`config.mk`:
```
export PLATFORM = sky130hd
export DESIGN_NAME = countdown_timer_n
export DESIGN_NICKNAME = d
export VERILOG_FILES = /design/src/rtl/countdown_timer_n.sv
export SDC_FILE = /design/constraint.sdc
export NUM_CORES = 1
export LEC_CHECK = 0
export CORE_ASPECT_RATIO = 1.5
export CORE_UTILIZATION = 50
export DETAILED_ROUTE_END_ITERATION = 7
export PLACE_DENSITY = 0.8
export SETUP_SLACK_MARGIN = 0.2
export SLEW_MARGIN = 5
export SYNTH_ARGS = -nofsm -noshare
export SYNTH_HDL_FRONTEND = slang
export SYNTH_SLANG_ARGS = --single-unit
```
`constraint.sdc`:
```
create_clock -name clk_in -period 4.05 [get_ports clk_in]
set_clock_uncertainty 0.2 [all_clocks]
set_input_delay 0.81 -clock clk_in [delete_from_list [all_inputs] [get_ports clk_in]]
set_output_delay 0.81 -clock clk_in [all_outputs]
set_load 0.02 [all_outputs]
```
`src/rtl/countdown_timer_n.sv`:
```
// countdown_timer_n: N-digit, radix-R countdown timer.
// Digits are entered one at a time (start bumps the selected digit, mode
// moves to the next digit), then counted down to zero at one step every
// TICK_DIV clocks. Run can be paused/resumed with start and aborted with mode.
//
//   state  | meaning
//   -------+-----------------------------------------------------------
//   IDLE   | digits held at zero, waiting for mode to begin entry
//   SET    | entering digit[sel]; start bumps it, mode advances sel
//   ARMED  | value entered; start runs it (or drops to IDLE if zero)
//   RUN    | prescaler counting, one borrow-chained decrement per tick
//   PAUSE  | digits and prescaler frozen until start (resume) or mode
//   DONE   | count reached zero, led1 lit until any button press
module countdown_timer_n #(
    parameter int NUM_DIGITS = 4,
    parameter int DIGIT_W    = 4,
    parameter int RADIX      = 10,
    parameter int TICK_DIV   = 50000000,
    parameter int SEL_W      = $clog2(NUM_DIGITS)
) (
    input  logic                          clk_in,
    input  logic                          rst,
    input  logic                          start,
    input  logic                          mode,
    output logic [NUM_DIGITS*DIGIT_W-1:0] digits,
    output logic [SEL_W-1:0]              sel,
    output logic [2:0]                    state,
    output logic                          running,
    output logic                          led1
);

    localparam int                 PRE_W     = $clog2(TICK_DIV);
    localparam logic [PRE_W-1:0]   PRE_LAST  = PRE_W'(TICK_DIV - 1);
    localparam logic [DIGIT_W-1:0] DIGIT_MAX = DIGIT_W'(RADIX - 1);
    localparam logic [SEL_W-1:0]   SEL_LAST  = SEL_W'(NUM_DIGITS - 1);

    typedef enum logic [2:0] {
        IDLE  = 3'd0,
        SET   = 3'd1,
        ARMED = 3'd2,
        RUN   = 3'd3,
        PAUSE = 3'd4,
        DONE  = 3'd5
    } state_t;

    state_t                          state_r;
    logic [PRE_W-1:0]                prescale;
    logic                            start_q;
    logic                            mode_q;
    logic                            start_p;
    logic                            mode_p;
    logic [DIGIT_W-1:0]              cur_digit;
    logic [DIGIT_W-1:0]              inc_digit;
    logic [NUM_DIGITS*DIGIT_W-1:0]   dec_val;
    logic                            dec_zero;
    logic                            borrow;

    assign state = state_r;

    // mode wins when both buttons rise together, so start is masked by it
    assign mode_p  = mode & ~mode_q;
    assign start_p = start & ~start_q & ~mode_p;

    // Button history for rising-edge detection
    always_ff @(posedge clk_in or posedge rst) begin
        if (rst) begin
            start_q <= 1'b0;
            mode_q  <= 1'b0;
        end else begin
            start_q <= start;
            mode_q  <= mode;
        end
    end

    // Wrapping increment of the digit currently being set
    always_comb begin
        cur_digit = digits[int'(sel)*DIGIT_W +: DIGIT_W];
        inc_digit = (cur_digit == DIGIT_MAX) ? '0 : cur_digit + 1'b1;
    end

    // Borrow-chained decrement of the whole value, plus zero detect of the result
    always_comb begin
        dec_val = digits;
        borrow  = 1'b1;
        for (int k = 0; k < NUM_DIGITS; k++) begin
            if (borrow) begin
                if (digits[k*DIGIT_W +: DIGIT_W] == '0) begin
                    dec_val[k*DIGIT_W +: DIGIT_W] = DIGIT_MAX;
                end else begin
                    dec_val[k*DIGIT_W +: DIGIT_W] = digits[k*DIGIT_W +: DIGIT_W] - 1'b1;
                    borrow = 1'b0;
                end
            end
        end
        dec_zero = (dec_val == '0);
    end

    // Sequencing FSM with registered digits, select, prescaler and flags
    always_ff @(posedge clk_in or posedge rst) begin
        if (rst) begin
            state_r  <= IDLE;
            digits   <= '0;
            sel      <= '0;
            prescale <= '0;
            running  <= 1'b0;
            led1     <= 1'b0;
        end else begin
            case (state_r)
                IDLE: begin
                    digits <= '0;
                    if (mode_p) begin
                        state_r <= SET;
                        sel     <= '0;
                    end
                end
                SET: begin
                    if (mode_p) begin
                        if (sel == SEL_LAST) begin
                            state_r <= ARMED;
                            sel     <= '0;
                        end else begin
                            sel <= sel + 1'b1;
                        end
                    end else if (start_p) begin
                        digits[int'(sel)*DIGIT_W +: DIGIT_W] <= inc_digit;
                    end
                end
                ARMED: begin
                    if (mode_p) begin
                        state_r <= IDLE;
                        digits  <= '0;
                    end else if (start_p) begin
                        if (|digits) begin
                            state_r  <= RUN;
                            running  <= 1'b1;
                            prescale <= '0;
                        end else begin
                            state_r <= IDLE;
                        end
                    end
                end
                RUN: begin
                    if (mode_p) begin
                        state_r  <= IDLE;
                        running  <= 1'b0;
                        digits   <= '0;
                        prescale <= '0;
                    end else if (prescale == PRE_LAST) begin
                        // a tick is never lost to a coincident pause request
                        prescale <= '0;
                        digits   <= dec_val;
                        if (dec_zero) begin
                            state_r <= DONE;
                            running <= 1'b0;
                            led1    <= 1'b1;
                        end else if (start_p) begin
                            state_r <= PAUSE;
                            running <= 1'b0;
                        end
                    end else if (start_p) begin
                        // prescaler held so resume finishes the interrupted step
                        state_r <= PAUSE;
                        running <= 1'b0;
                    end else begin
                        prescale <= prescale + 1'b1;
                    end
                end
                PAUSE: begin
                    if (mode_p) begin
                        state_r  <= IDLE;
                        digits   <= '0;
                        prescale <= '0;
                    end else if (start_p) begin
                        state_r <= RUN;
                        running <= 1'b1;
                    end
                end
                DONE: begin
                    digits <= '0;
                    if (start_p || mode_p) begin
                        state_r <= IDLE;
                        led1    <= 1'b0;
                    end
                end
                default: begin
                    state_r  <= IDLE;
                    digits   <= '0;
                    sel      <= '0;
                    prescale <= '0;
                    running  <= 1'b0;
                    led1     <= 1'b0;
                end
            endcase
        end
    end

endmodule

```
== Yosys cells after proc, flatten, opt, wreduce, memory -nomap -nowiden ==
Index checks and enable logic that the tools add are counted.
W data, S select, Z words.

* Register bits after elaboration: 51
* Input bits: 4
* Output and inout bits: 23
* Word-level logic and storage cells: 135

* Add/sub/neg operators: 8
* Equality and inequality tests: 28
* Shift-type cells: 3
* Muxes and demuxes: 61
* Bitwise logic cells: 9
* Reductions and logical operators: 18

{| class="wikitable"
|+ Operators by type and width
! operator !! number
|-
| $mux W26 || 7
|-
| $pmux W26 S4 || 1
|-
| $mux W16 || 5
|-
| $pmux W16 S3 || 1
|-
| $mux W3 || 12
|-
| $neg A4 Y33 || 1
|-
| $shift A4 B33 Y16 const A || 1
|-
| $shiftx A4 B33 Y16 || 1
|-
| $mux W4 || 8
|-
| $ne A2 B2 Y1 const B || 15
|-
| $add A26 B1 Y26 const B || 1
|-
| $eq A26 B26 Y1 const B || 1
|-
| $mux W1 || 18
|-
| $pmux W3 S6 || 1
|-
| $reduce_and A6 Y1 || 3
|-
| $bwmux W16 || 1
|-
| $logic_not A16 Y1 || 1
|-
| $logic_not A4 Y1 || 4
|-
| $reduce_or A16 Y1 || 1
|-
| $shiftx A16 B5 Y4 || 1
|-
| $sub A4 B1 Y4 const B || 4
|-
| $ne A3 B3 Y1 const B || 3
|-
| $mux W2 || 4
|-
| $reduce_or A4 Y1 || 2
|-
| 21 further kinds || 30
|}

== Longest topological paths before layout ==
Gate-level depths: netlist (run 1).

* Word-level depth: 10
* Mapped depth: 10
* Mapped depth without buffers: 8

== Worst setup path after synthesis (run 1) ==
No wires, ideal clock.

* Kind: register -> register
* Start point: register digits[3]
* End point: register state_r[1], in the netlist state[1]
* Library setup time: 0.121 ns
* Arrival: 2.346 ns
* Data required time: 3.729 ns
* Slack: 1.383 ns
* Cell stages (with the launch flop): 9
* Buffers on the path: 1
* Period minus slack after synthesis: 2.667 ns
* Cell sequence: dfrtp_1 -> nor4_2 -> nand4_1 -> or3_1 -> clkbuf_1 -> nor4_1 -> or4_1 -> a31oi_1 -> a22o_1

* Word-level cells in the longest chain between the ends: 10
* Elaborated cells between the ends (all ways): 18
* Classes of those cells: add/sub (1); mux (14); reduce/logical (3)

{| class="wikitable"
|+ RTL lines
! what !! RTL line !! source
|-
| start, declared || 25 || <nowiki>output logic [NUM_DIGITS*DIGIT_W-1:0] digits,</nowiki>
|-
| start signal, assigned by index || 125 || <nowiki>digits[int'(sel)*DIGIT_W +: DIGIT_W] <= inc_digit;</nowiki>
|-
| start signal, assigned || 151 || <nowiki>digits <= dec_val;</nowiki>
|-
| $logic_not A4 Y1 || 87 || <nowiki>if (digits[k*DIGIT_W +: DIGIT_W] == '0) begin</nowiki>
|-
| $mux W1 || 87 ||
|-
| $mux W1 (2 in series) || 86 || <nowiki>if (borrow) begin</nowiki>
|-
| $mux W4 || 86 ||
|-
| $logic_not A16 Y1 || 95 || <nowiki>dec_zero = (dec_val == '0);</nowiki>
|-
| $mux W3 || 152 || <nowiki>if (dec_zero) begin</nowiki>
|-
| $mux W3 || 148 || <nowiki>end else if (prescale == PRE_LAST) begin</nowiki>
|-
| $mux W3 || 143 || <nowiki>if (mode_p) begin</nowiki>
|-
| $pmux W3 S6 * || 108 || <nowiki>case (state_r)</nowiki>
|-
| end signal, assigned || 112 || <nowiki>state_r <= SET;</nowiki>
|-
| end signal, assigned || 144 || <nowiki>state_r <= IDLE;</nowiki>
|-
| end signal, assigned || 153 || <nowiki>state_r <= DONE;</nowiki>
|-
| end, declared || 46 || <nowiki>state_t state_r;</nowiki>
|}

Every way passes the cells marked *; elsewhere a longest branch is shown, timed or not. The select of a mux whose other input is x is not followed.
A chain may end at the register's enable or synchronous reset.

== Worst setup path after layout (run 1) ==
* Start point: register prescale[0]
* End point: register prescale[17]

* Word-level cells in the longest chain between the ends: 5
* Elaborated cells between the ends (all ways): 8
* Classes of those cells: add/sub (1); eq/ne (2); mux (4); reduce/logical (1)

{| class="wikitable"
|+ RTL lines
! what !! RTL line !! source
|-
| start, declared || 47 || <nowiki>logic [PRE_W-1:0] prescale;</nowiki>
|-
| start signal, assigned || 165 || <nowiki>prescale <= prescale + 1'b1;</nowiki>
|-
| $add A26 B1 Y26 || 165 ||
|-
| $mux W26 || 160 || <nowiki>end else if (start_p) begin</nowiki>
|-
| $mux W26 || 148 ||
|-
| $mux W26 || 143 ||
|-
| $pmux W26 S4 || 108 ||
|}

Parallel ways exist; a longest one is shown, timed or not. The select of a mux whose other input is x is not followed.

==> flow_metrics.py, run 1 <==
metrics = {
    "critical_path": {
        "crit_type": "reg2reg",
        "r2r-start": "prescale[0]$_DFFE_PP0P_",
        "path_max_fanout": 29,
        "cp_data_arrival_time_ns": 3.37,
        "endpoint_kind": "flip-flop",
        "crit_top_cell": "nor2_1",
        "critPathSlowestCell": "a211o_1",
        "critPathMaxStageDelay_ns": 0.74,
        "crit_path_start_kind": "flip-flop",
        "rrSetupSlack_ns": 0.68,
        "worstPathCellList": "ha_1 > nand3_1 > nor2_1 > nand4_1 > a211o_1 > nor2_1 > o2111a_1 > o21ai_0",
        "critical_path.top_delay_family": "simple AND/OR/NAND/NOR gates",
        "r2r_cells": 8,
        "cp_num_buf_inv": 0,
        "r2r-end": "prescale[17]$_DFFE_PP0P_",
        "crit_required_ns": 4.05,
    },
    "final_layout": {
        "fin_area_mm2": 0.00391,
        "num-nets-final": 464,
        "nFillCells": 620,
        "drive_gt1_frac": 0.0531,
        "area_growth_syn_to_layout_pct": 10.8,
        "insertedDiodeCount": 0,
    },
    "synthesis": {
        "syn_avg_cell_area_um2": 8.10,
        "synth_commonest_cells": "nor2_1 (66), dfrtp_1 (51), o21ai_0 (43), nand2_1 (36), a21oi_1 (26)",
        "ys.flop_type": "dfrtp_1",
        "yosysWarnings": 0,
        "synth_edf_count": 0,
        "synth_nets": 449,
        "synth_top_area_share": 0.361,
        "synth_cell_types": 57,
        "async_reset_ff_frac": 1.00,
        "mappedNetlistArea_mm2": 0.00353,
        "yosysTopAreaCell": "dfrtp_1",
        "yosysMostFrequentCell": "nor2_1",
        "netlist_top_cells_area": "dfrtp_1 (36%), nor2_1 (7.0%), o21ai_0 (6.1%)",
        "syn_inst": 436,
        "ys_seq_area_frac": 0.361,
        "synth-seq-cells": 51,
    },
    "outcome": {
        "violations": "design-rule violations",
        "outcome": "finished with violations",
    },
    "global_routing": {
        "grt_antenna_before_repair": 0,
        "grt_overflow": 0,
        "grt_pass1_wl_mm": 15.8,
        "grt_util_all_layers": 0.270,
        "grt_max_degree": 52,
        "first_global_vias": 3292,
    },
    "place": {
        "dp_hpwl_mm": 6.94,
        "place.gp.congestion": 0.972,
        "dpl-instance-area_mm2": 0.00382,
        "port_buffers": 26,
    },
    "timing": {
        "period_needed_ns": 3.37,
        "fin_crit_sh": 0.833,
        "max_freq_mhz": 296,
        "tns_ns": 0,
        "final_max_slew_viol_count": 0,
        "rsz0062_at_grt": "false",
        "slew_headroom": 0.276,
        "final-setup-viol-count": 0,
        "tightestPinTransition_ns": 1.08,
        "finalHoldViolations": 0,
    },
    "floorplan": {
        "std_cell_rows": 37,
        "die_area_mm2": 0.00741,
        "die_w_um": 70.6,
        "die_h_um": 105,
        "ios": 27,
        "core_area_mm2": 0.00685,
        "start_util": 0.515,
    },
    "pwr": {
        "p_clk_frac": 0.149,
        "powerDensity_mw_per_mm2": 523,
        "intPower_w": 0.00109,
        "switchingPower_w": 0.000960,
        "p_comb_frac": 0.468,
        "irDropWorstVdd_mv": 0.216,
        "switching_share": 0.469,
        "pwr-share-seq": 0.383,
        "p_leak_nw": 1.58,
    },
    "clock_network": {
        "cts_tree": "yes",
        "clk_pin_slew_worst_paths_ns": 0.09,
        "post_cts_resized": 0,
        "cts.path.max_buffers": 2,
        "hold_buffers": 0,
        "cts_buffers": 5,
        "postCtsSetupRepairBufs": 0,
        "cts_htree_levels": 2,
        "insertion_delay_ns": 0.33,
        "cts_root_buffer": "clkbuf_8",
        "clock-sinks": 51,
    },
    "hold_path": {
        "worstHoldPathCells": 1,
        "hold_class": "reg2reg",
        "min_to": "prescale[6]$_DFFE_PP0P_",
        "min_from": "prescale[6]$_DFFE_PP0P_",
    },
    "drt": {
        "drt_wl_total_mm": 9.57,
        "ant_nets": 0,
        "dr.pass1.iters": 8,
        "avgViaCountPerCell": 6.55,
        "via_count": 3472,
        "drc_errors": 8,
        "drt_iter0_markers": 260,
        "post_drt_wl_per_cell_um": 18.0,
    },
    "job": {
        "cap_violations": 0,
    },
}
-- metal layers --
| layer | vias up | track usage | wire length (um) |
|---|---|---|---|
| li1 | 1643 | - | - |
| met1 | 1665 | 0.304 | 3640 |
| met2 | 134 | 0.487 | 5140 |
| met3 | 30 | 0.0366 | 448 |
| met4 | 0 | 0.144 | 335 |
| met5 | - | 0 | 0 |
-- flip-flops by register name, summed over array words and instances (netlist names) --
register  count
led1          1
mode_q        1
sel           2
digits       16
prescale     26
state         3
start_q       1
running       1
-- per-stage QoR --
stage | hold slack [ns] | total power, W | cells | utilization | setup slack [ns]
floorplan | 0.247 | 0.00145 | 436 | - | 1.38
global placement | 0.270 | 0.00171 | 522 | 0.558 | 0.627
detailed placement | 0.300 | 0.00173 | 522 | 0.558 | 0.517
CTS | 0.313 | 0.00203 | 530 | 0.571 | 0.742
global route | 0.336 | 0.00218 | 530 | 0.571 | 0.468
finish | 0.309 | 0.00205 | 530 | 0.571 | 0.676
-- power groups by stage --
stage	registers, W	clock network (W)	logic [W]
3_3_place_gp	0.000784	0	0.000926
4_1_cts	0.000778	0.000310	0.000946
3_5_place_dp	0.000787	0	0.000944
6_report	0.000784	0.000305	0.000958
2_1_floorplan	0.000730	0	0.000718
5_1_grt	0.000801	0.000328	0.00105
-- logic make-up after synthesis --
family	after synthesis	share of synthesized area
and+or+nand+nor	209	0.302
AOI/OAI and AO/OA	118	0.209
DFF	51	0.361
buffers and inverters	30	0.0351
xor gates and xnor gates	12	0.0298
adders and majority gates	9	0.0319
muxes	7	0.0308
-- layout by cell type, fill, tap and decap left out, types with 4 or more instances in the layout --
master,synthesis,routed
nand2b_1,12,12
nor3_1,20,20
ha_1,9,9
nand2_1,36,36
inv_1,8,7
nand3_1,25,25
nor2_1,66,66
nand4_1,8,8
o21ai_0,43,43
o211ai_1,4,4
buf_4,0,4
o31ai_1,12,12
xnor2_1,11,11
and3_1,5,5
clkbuf_8,0,5
clkdlybuf4s50_1,0,26
nor2b_1,9,9
a21oi_1,26,26
dfrtp_1,51,51
-- final cells by class --
class                      instances  area, um^2  share of cell area
multi-input combinational        355        2130               0.545
sequential                        51        1280               0.326
timing repair buffer              30         290              0.0742
tap                               78        97.6              0.0249
clock buffer                       5        68.8              0.0176
inverter                           8        30.0             0.00768
clock inverter                     3        18.8             0.00480
-- how the worst max path moves through the flow --
stage / endpoint / startpoint / depth (start not counted)
3_3_place_gp: prescale[19]$_DFFE_PP0P_ / start / 8
2_1_floorplan: state[1]$_DFFE_PP0P_ / digits[3]$_DFFE_PP0P_ / 8
5_1_grt: prescale[17]$_DFFE_PP0P_ / prescale[0]$_DFFE_PP0P_ / 8
6_report: prescale[17]$_DFFE_PP0P_ / prescale[0]$_DFFE_PP0P_ / 8
4_1_cts: prescale[11]$_DFFE_PP0P_ / prescale[0]$_DFFE_PP0P_ / 8
3_5_place_dp: digits[5]$_DFFE_PP0P_ / mode / 7
(Power assumes the default switching activity.)
==> run 2: changes to the inputs <==
clock period = 3.39 ns   (was 4.05 ns; I/O delays follow)
==> flow_metrics.py, run 2 (same netlist as run 1, synthesis figures left out) <==
metrics = {
    "timing": {
        "finalHoldViolations": 0,
        "period_needed_ns": 3.01,
        "fin_crit_sh": 0.887,
        "final-setup-viol-count": 0,
        "max_freq_mhz": 333,
        "whs_ns": 0.289,
        "rsz0062_at_grt": "true",
        "final_max_slew_viol_count": 0,
        "tightestPinTransition_ns": 0.708,
        "slew_headroom": 0.528,
    },
    "place": {
        "port_buffers": 26,
        "dp.cells": 541,
        "place.gp.congestion": 0.965,
        "dp_hpwl_mm": 7.32,
    },
    "hold_path": {
        "min_to": "prescale[6]$_DFFE_PP0P_",
        "min_from": "prescale[6]$_DFFE_PP0P_",
        "hold_class": "reg2reg",
        "worstHoldPathCells": 1,
    },
    "clock_network": {
        "postCtsSetupRepairBufs": 0,
        "cts_root_buffer": "clkbuf_8",
        "insertion_delay_ns": 0.31,
        "cts.path.max_buffers": 2,
        "cts_tree": "yes",
        "cts_buffers": 5,
        "cts_htree_levels": 2,
        "clock-sinks": 51,
        "clk_pin_slew_worst_paths_ns": 0.10,
    },
    "critical_path": {
        "path_max_fanout": 12,
        "rrSetupSlack_ns": 0.39,
        "crit_required_ns": 3.36,
        "r2r-start": "prescale[8]$_DFFE_PP0P_",
        "endpoint_kind": "flip-flop",
        "crit_type": "in2reg",
        "r2r_cells": 8,
        "r2r-end": "digits[5]$_DFFE_PP0P_",
        "cp_data_arrival_time_ns": 2.97,
        "crit_path_start_kind": "input pin",
    },
    "final_layout": {
        "area_growth_syn_to_layout_pct": 16.4,
        "nFillCells": 634,
        "insertedDiodeCount": 0,
        "top_register": "prescale",
        "fin_cells": 549,
        "final_cell_mix": "nor2_1 (66), dfrtp_1 (51), o21ai_0 (43), nand2_1 (36)",
        "num-nets-final": 483,
        "largest_register_ffs": 26,
        "drive_gt1_frac": 0.0955,
        "final_common_cell": "nor2_1",
        "multiInputGateArea_mm2": 0.00213,
        "regArea_mm2": 0.00128,
    },
    "drt": {
        "avgViaCountPerCell": 6.56,
        "via_count": 3604,
        "drt_wl_total_mm": 9.85,
        "ant_nets": 0,
        "drc_errors": 8,
        "dr.pass1.iters": 7,
        "drt_iter0_markers": 268,
        "post_drt_wl_per_cell_um": 17.9,
    },
    "job": {
        "cap_violations": 0,
    },
    "global_routing": {
        "grt_util_all_layers": 0.286,
        "grt_antenna_before_repair": 0,
        "grt_pass1_wl_mm": 17.0,
        "grt_max_degree": 28,
        "grt_overflow": 0,
        "first_global_vias": 3522,
    },
    "outcome": {
        "violations": "design-rule violations",
        "outcome": "finished with violations",
    },
    "floorplan": {
        "die_area_mm2": 0.00741,
        "std_cell_rows": 37,
        "ios": 27,
        "die_h_um": 105,
        "start_util": 0.515,
        "core_area_mm2": 0.00685,
        "die_w_um": 70.6,
    },
    "pwr": {
        "powerDensity_mw_per_mm2": 644,
        "power_w": 0.00265,
        "irDropWorstVdd_mv": 0.301,
        "p_leak_nw": 1.69,
    },
}
run 2: cell type report:
| cell class | instances | area share |
|---|---|---|
| Clock buffer | 5 | 0.0167 |
| Clock inverter | 3 | 0.0107 |
| Inverter | 8 | 0.00731 |
| Multi-Input combinational cell | 355 | 0.519 |
| Sequential cell | 51 | 0.311 |
| Tap cell | 78 | 0.0238 |
| Timing Repair Buffer | 49 | 0.111 |
run 2: what timing repair did:
item / 4_1_cts / 5_1_grt
gates resized for setup: 0 / 2
setup endpoints to repair: 0 / 15
hold buffers: 0 / 0
run 2: worst max path at each step:
stage | start | end | cells past startpoint
after floorplan | digits[3]$_DFFE_PP0P_ | state[1]$_DFFE_PP0P_ | 8
after global placement | mode | digits[9]$_DFFE_PP0P_ | 7
after detailed placement | mode | digits[5]$_DFFE_PP0P_ | 7
after CTS | prescale[8]$_DFFE_PP0P_ | digits[5]$_DFFE_PP0P_ | 8
after global routing | prescale[8]$_DFFE_PP0P_ | digits[5]$_DFFE_PP0P_ | 8
final | mode | digits[5]$_DFFE_PP0P_ | 7
run 2: critical path: stages:
cell and delay (ns):
clkdlybuf4s50_1 0.49, nor2b_1 0.46, nor3_1 0.14, a221oi_1 0.43
nand2b_2 0.28, o31ai_1 0.30, o311ai_0 0.18
run 2: stage by stage:
step	setup slack [ns]	setup TNS (ns)	util	area, um^2
after detailed placement	-0.0138	-0.0138	0.583	3990
after CTS	0.289	0	0.599	4110
after global routing	0.162	0	0.600	4110
after floorplan	0.723	0	-	3530
final	0.384	0	0.600	4110
after global placement	0.0479	0	0.583	3990
run 2: layer usage:
metal,share of wire,wire length [um],up-vias,GRT usage
met2,0.53,5220,145,0.510
met3,0.042,415,40,0.0338
met5,0,0,-,0
met4,0.041,405,0,0.150
met1,0.39,3810,1739,0.331
li1,-,-,1680,-
run 2: where the power goes:
| part | switching (W) | total, W | internal, W |
|---|---|---|---|
| Combinational | 0.000793 | 0.00133 | 0.000538 |
| Sequential | 0.000170 | 0.000880 | 0.000710 |
| Clock | 0.000217 | 0.000437 | 0.000220 |
